## src/rtl/main_ctrl_seq.sv

```systemverilog
// -----------------------------------------------------------------------------
// main_ctrl_seq
//
// Main-control sequencer for the EDSAC control section. It walks NSTAGES
// one-hot stages, from fetch (stage 0) to execute (stage NSTAGES-1). Each stage
// must dwell for HOLD_PI pulse intervals before an r_pulse coincidence may
// hand off to the next stage. The block also carries the sequence control
// tank (SCT) counter, with its increment gating and stop-one suppression.
//
// Parameters
//   NSTAGES  number of main-control stages (>= 2)
//   HOLD_PI  minimum dwell, in cycles, before a stage is armed (>= 1)
//   NSTOP    number of stop-one request inputs
//   SCT_W    SCT counter width
//
// Ports
//   clk           system clock
//   rst_n         asynchronous active-low reset
//   ep            combined end pulse (level); its rising edge is an ep event
//   single_ep     single-shot start pulse
//   stop_neg      low = stop after the current order
//   r_pulse       coincidence strobe from timing
//   d0            digit-0 timing pulse
//   eng_mode_neg  low = engineering mode, SCT increment inhibited
//   stop_one      stop-one requests (ORed together)
//   sct_load      load the SCT (transfer order)
//   sct_load_val  value loaded into the SCT
//   stage         one-hot current stage; all-zero means idle
//   busy          any stage active
//   r_coinc       coincidence in the last stage while armed
//   s_pulse       per-stage start pulse aligned to d0
//   sct_one       SCT increment strobe
//   sct_q         SCT value
//   ep_done       one-cycle pulse the cycle after ep falls
//   ep_err        sticky flag: an ep event arrived in a non-last stage
// -----------------------------------------------------------------------------
module main_ctrl_seq #(
  parameter int NSTAGES = 2,
  parameter int HOLD_PI = 1,
  parameter int NSTOP   = 3,
  parameter int SCT_W   = 10
) (
  input  logic               clk,
  input  logic               rst_n,
  input  logic               ep,
  input  logic               single_ep,
  input  logic               stop_neg,
  input  logic               r_pulse,
  input  logic               d0,
  input  logic               eng_mode_neg,
  input  logic [NSTOP-1:0]   stop_one,
  input  logic               sct_load,
  input  logic [SCT_W-1:0]   sct_load_val,
  output logic [NSTAGES-1:0] stage,
  output logic               busy,
  output logic               r_coinc,
  output logic [NSTAGES-1:0] s_pulse,
  output logic               sct_one,
  output logic [SCT_W-1:0]   sct_q,
  output logic               ep_done,
  output logic               ep_err
);

  localparam int DW = (HOLD_PI < 1) ? 1 : $clog2(HOLD_PI + 1);
  localparam logic [DW-1:0]      HOLD_V = DW'(HOLD_PI);
  localparam logic [NSTAGES-1:0] IDLE   = '0;
  localparam logic [NSTAGES-1:0] FETCH  = NSTAGES'(1);

  // Dwell count saturates once the stage is armed.
  function automatic logic [DW-1:0] dwell_sat_inc(input logic [DW-1:0] d);
    return (d == HOLD_V) ? d : d + DW'(1);
  endfunction

  // SCT increment wraps modulo 2^SCT_W.
  function automatic logic [SCT_W-1:0] sct_wrap_inc(input logic [SCT_W-1:0] q);
    return q + SCT_W'(1);
  endfunction

  logic               ep_p1;
  logic [DW-1:0]      dwell;
  logic [NSTAGES-1:0] arm;
  logic               stop_lat;

  logic               ep_evt;
  logic               ep_fall;
  logic               go;
  logic               last;
  logic               armed;
  logic               entry;
  logic [NSTAGES-1:0] stage_nxt;

  // ---- stage p0: edge detect and combinational decode ----
  assign ep_evt  = ep & ~ep_p1;
  assign ep_fall = ~ep & ep_p1;
  assign go      = (ep_evt & stop_neg) | single_ep;
  assign last    = stage[NSTAGES-1];
  assign armed   = (dwell == HOLD_V);
  assign busy    = |stage;

  always_comb begin
    stage_nxt = stage;
    if (!busy) begin
      if (go) stage_nxt = FETCH;
    end else if (!last) begin
      // ep events never move a non-last stage; only an armed coincidence does.
      if (armed && r_pulse) stage_nxt = stage << 1;
    end else begin
      if (single_ep || (ep_evt && stop_neg)) stage_nxt = FETCH;
      else if (ep_evt)                       stage_nxt = IDLE;
    end
  end

  // Any change to a non-idle stage (including last -> fetch) is an entry.
  assign entry = (stage_nxt != stage) && (stage_nxt != IDLE);

  assign r_coinc = last & armed & r_pulse;

  // The start pulse needs at least one dwell cycle, so the entry cycle never fires.
  assign s_pulse = (d0 && (dwell != '0)) ? (arm & stage) : IDLE;

  // Same-cycle single_ep and ep event still yield at most one increment,
  // because the strobe depends only on the ep edge.
  assign sct_one = ep_evt & ~stop_lat & ~(|stop_one) & eng_mode_neg;

  // ---- stage p1: registered state ----
  always_ff @(posedge clk or negedge rst_n) begin
    if (!rst_n) begin
      ep_p1    <= 1'b0;
      stage    <= IDLE;
      dwell    <= '0;
      arm      <= IDLE;
      stop_lat <= 1'b0;
      ep_done  <= 1'b0;
      ep_err   <= 1'b0;
      sct_q    <= '0;
    end else begin
      ep_p1   <= ep;
      stage   <= stage_nxt;
      ep_done <= ep_fall;
      ep_err  <= ep_err | (ep_evt & busy & ~last);

      if (entry || (stage_nxt == IDLE)) dwell <= '0;
      else                              dwell <= dwell_sat_inc(dwell);

      // A stage exit drops any start pulse still pending for the old stage.
      if (entry)                   arm <= stage_nxt;
      else if (stage_nxt == IDLE)  arm <= IDLE;
      else                         arm <= arm & ~s_pulse;

      // A new stop request beats a same-cycle clear.
      if (|stop_one)     stop_lat <= 1'b1;
      else if (ep_done)  stop_lat <= 1'b0;

      if (sct_load)      sct_q <= sct_load_val;
      else if (sct_one)  sct_q <= sct_wrap_inc(sct_q);
    end
  end

endmodule
```

## config.mk

```make
export PLATFORM = sky130hd
export DESIGN_NAME = main_ctrl_seq
export DESIGN_NICKNAME = d
export VERILOG_FILES = /design/src/rtl/main_ctrl_seq.sv
export SDC_FILE = /design/constraint.sdc
export NUM_CORES = 1
export LEC_CHECK = 0
export BUFFER_PORTS_ARGS = -buffer_cell sky130_fd_sc_hd__buf_2
export CAP_MARGIN = 20
export CORE_ASPECT_RATIO = 1.1
export CORE_MARGIN = 3
export CORE_UTILIZATION = 45
export DETAILED_ROUTE_END_ITERATION = 7
export MAX_ROUTING_LAYER = met4
export PLACE_DENSITY = 0.82
export SYNTH_ARGS = -nofsm -noshare
export SYNTH_HDL_FRONTEND = slang
export SYNTH_SLANG_ARGS = --single-unit
```

## constraint.sdc

```tcl
create_clock -name clk -period 2 [get_ports clk]
set_clock_uncertainty 0.05 [all_clocks]
set_input_delay 0 -clock clk [delete_from_list [all_inputs] [get_ports clk]]
set_output_delay 0 -clock clk [all_outputs]
set_load 0.01 [all_outputs]
```

==> results.cfg <==
[run_status]
status = complete, no violations

[clocking]
cts_tree = yes
clock_path_buffers = 2
cts_buffers = 3
clock_latency_ns = 0.29
cts_htree_levels = 1
post_cts_buffers = 0
cts.sinks = 19
root_buffer = clkbuf_4
path_clk_slew_ns = 0.11

[cells_and_area]
fill_cells = 183
seq_area_um2 = 475.5
multi_input_area_um2 = 481.7
antenna_cells = 0
fin_nets = 186
post_route_cells_drive_above_1_share_pct = 30.86
area_delta_synth_final_pct = 42.37

[power_and_ir_drop]
p_clk_share_pct = 18.1
p_leak_nw = 0.6543
intPower_mw = 0.6858
max-vdd-ir-drop_mv = 0.4534
switching_share_pct = 34.12
p_seq_share_pct = 50.0
p_sw_mw = 0.3551
comb_power_share_pct = 31.9
power_mw = 1.041
power_density_mw_per_mm2 = 736.9

[timing]
max_freq_mhz = 614.2
slew_viol_final = 0
max_slew.worst_pin.slew_ns = 0.4142
hold_viol = 0
whs_ns = 0.01419
finalCriticalPeriod_ns = 1.628
rsz0062_at_grt = false
fin_crit_sh_pct = 81.40
finalSetupTns_ns = 0
setup_viol = 0
max-slew-margin-rel_pct = 72.39

[yosys]
synth_top_area_cell = dfrtp_1
ys_top_cells_by_area = dfrtp_1 48%, nand2_1 5.7%, o21ai_1 4.0%
synth-seq-cells = 19
synth_warnings = 0
syn_inst = 104
yosys_most_used_dff = dfrtp_1
avgSynthCellArea_um2 = 9.540
synth_enable_flop_cells = 0
syn_nets = 127
synth_top_area_share_pct = 47.92
synth_seq_area_share_pct = 47.92
netlist_area_um2 = 992.2
async_reset_ff_share_pct = 100.0
synth_cell_types = 37

[global_route]
first_global_vias = 1022
grt_usage_pct = 19.53
grt_max_degree = 20
grt_overflow_total = 0
grt_pass1_wl_um = 4271
antenna_found_initial = 0

[placed_design]
port_buffers = 40
gp_congestion = 0.7824
dp_hpwl_um = 1607

[die]
die_x_um = 50.77
dieHeight_um = 55.25
rows = 17
ios = 41
dieArea_mm2 = 0.002805
core-area_mm2 = 0.002042
initial_core_util_pct = 48.59

[flow_run]
maxCapViolations = 0

[detailed_routing]
drc_errors = 0
via_per_inst = 5.074
postRouteWirelength_um = 2326
drtIter0Drc = 9
wl_per_cell_um = 12.24
ant_nets = 0
vias = 964
dr.pass1.iters = 4

[min_path]
min-delay-start = stop_neg
hold_class = input pin to flip-flop

[setup_path]
crit_fanout = 6
worstPathRequired_ns = 2.14
startpoint = stop_lat$_DFFE_PN0P_
crit_type = flip-flop to flip-flop
worstReg2RegStart = stop_lat$_DFFE_PN0P_
setup.worst_path.start_class = flip-flop
critPathCaptureType = flip-flop
cp_data_arrival_time_ns = 1.76
what timing repair did:
item                      4_1_cts  5_1_grt
hold endpoints to repair       37        0
resized for setup               0        0
hold buffers                   17        0
cells by family (layout without fill, tap and decap cells):
group / Yosys count / count (layout) / synth area share, %
simple gates: 48 / 48 / 28.88
compound gates: 21 / 21 / 12.99
flops: 19 / 19 / 47.92
buf+inv: 9 / 67 / 3.530
xor+xnor: 5 / 5 / 4.413
fa+ha+maj: 1 / 1 / 1.261
mux: 1 / 1 / 1.009
area by class of cell:
class                           count  share of cell area, %
Clock inverter                      1                 0.3543
Tap cell                           28                  2.480
Timing Repair Buffer               57                  26.22
Inverter                            6                  1.594
Sequential cell                    19                  33.66
Clock buffer                        3                  1.594
Multi-Input combinational cell     76                  34.10
cells in the mapped netlist, types with 2 or more instances:
cell,number
a21oi_1,2
nor2b_1,3
nand3_1,5
xor2_1,4
nor2_1,4
or4_1,2
dfrtp_1,19
o31a_1,2
a31oi_1,2
inv_1,5
and2_1,3
and3_1,2
nand4_1,5
o21ai_1,8
o211ai_1,2
nand2_1,15
flip-flops by register name, indices dropped and copies added, names as in the netlist:
register	cells
ep_done	1
armed	1
stage	2
ep_err	1
ep_p1	1
arm	2
stop_lat	1
sct_q	10
routing by layer:
metal	vias to the layer above	track usage, %	part of all wire, %
met3	4	2.695	3.8
met4	0	6.154	1.5
li1	485	-	-
met5	-	-	0
met1	445	23.34	42
met2	30	33.58	53
critical path, cell delays in order (launching register included):
cell and delay, ns:
dfrtp_1 0.39, and4bb_4 0.40, nand3_2 0.11, o31a_1 0.30
o31a_1 0.27
metrics by stage:
step	instance area [um2]	instances	util (%)	setup slack, ns
3_3_place_gp	1215	169	59.50	0.4259
3_5_place_dp	1215	169	59.50	0.3845
5_1_grt	1413	190	69.18	0.2906
6_report	1413	190	69.18	0.3720
2_1_floorplan	992.2	104	-	0.4570
4_1_cts	1413	190	69.18	0.3609
power by group through the flow:
| stage | logic (mW) | clock network, mW | registers (mW) |
|---|---|---|---|
| 6_report | 0.332 | 0.189 | 0.520 |
| 3_5_place_dp | 0.308 | 0 | 0.527 |
| 4_1_cts | 0.334 | 0.196 | 0.520 |
| 2_1_floorplan | 0.176 | 0 | 0.533 |
| 3_3_place_gp | 0.300 | 0 | 0.522 |
| 5_1_grt | 0.380 | 0.211 | 0.537 |
cell usage in the layout, fill, tap and decap left out, drive strengths merged:
cell type,Yosys,final
buf,2,40
dfrtp,19,19
dlygate4sd3,0,17
nand2,15,15
o21ai,9,9
nand3,7,7
inv,6,6
nand4,5,5
nor2,4,4
xor2,4,4
nor2b,3,3
and2,3,3
clkbuf,1,3
a21oi,2,2
a31oi,2,2
and3,2,2
or4,2,2
o211ai,2,2
o31a,2,2
o21a,1,1
or3b,1,1
a21boi,1,1
o22ai,1,1
or2,1,1
nor3,1,1
and4bb,1,1
a21o,1,1
or3,1,1
mux2i,1,1
xnor2,1,1
nor4,1,1
nand2b,1,1
ha,1,1
clkinv,0,1
worst paths after layout:
path / to / slack [ns] / depth (start not counted)
max reg2reg: sct_q[9]$_DFFE_PN0P_ / 0.37 / 4
min: arm[0]$_DFF_PN0_ / 0.01 / 3
min in group asynchronous: sct_q[9]$_DFFE_PN0P_ / 0.11 / 2
max in group asynchronous: sct_q[1]$_DFFE_PN0P_ / 1.50 / 2
max: sct_q[9]$_DFFE_PN0P_ / 0.37 / 4
min reg2reg: ep_err$_DFF_PN0_ / 0.41 / 1
Power figures use the tool's default switching activity.
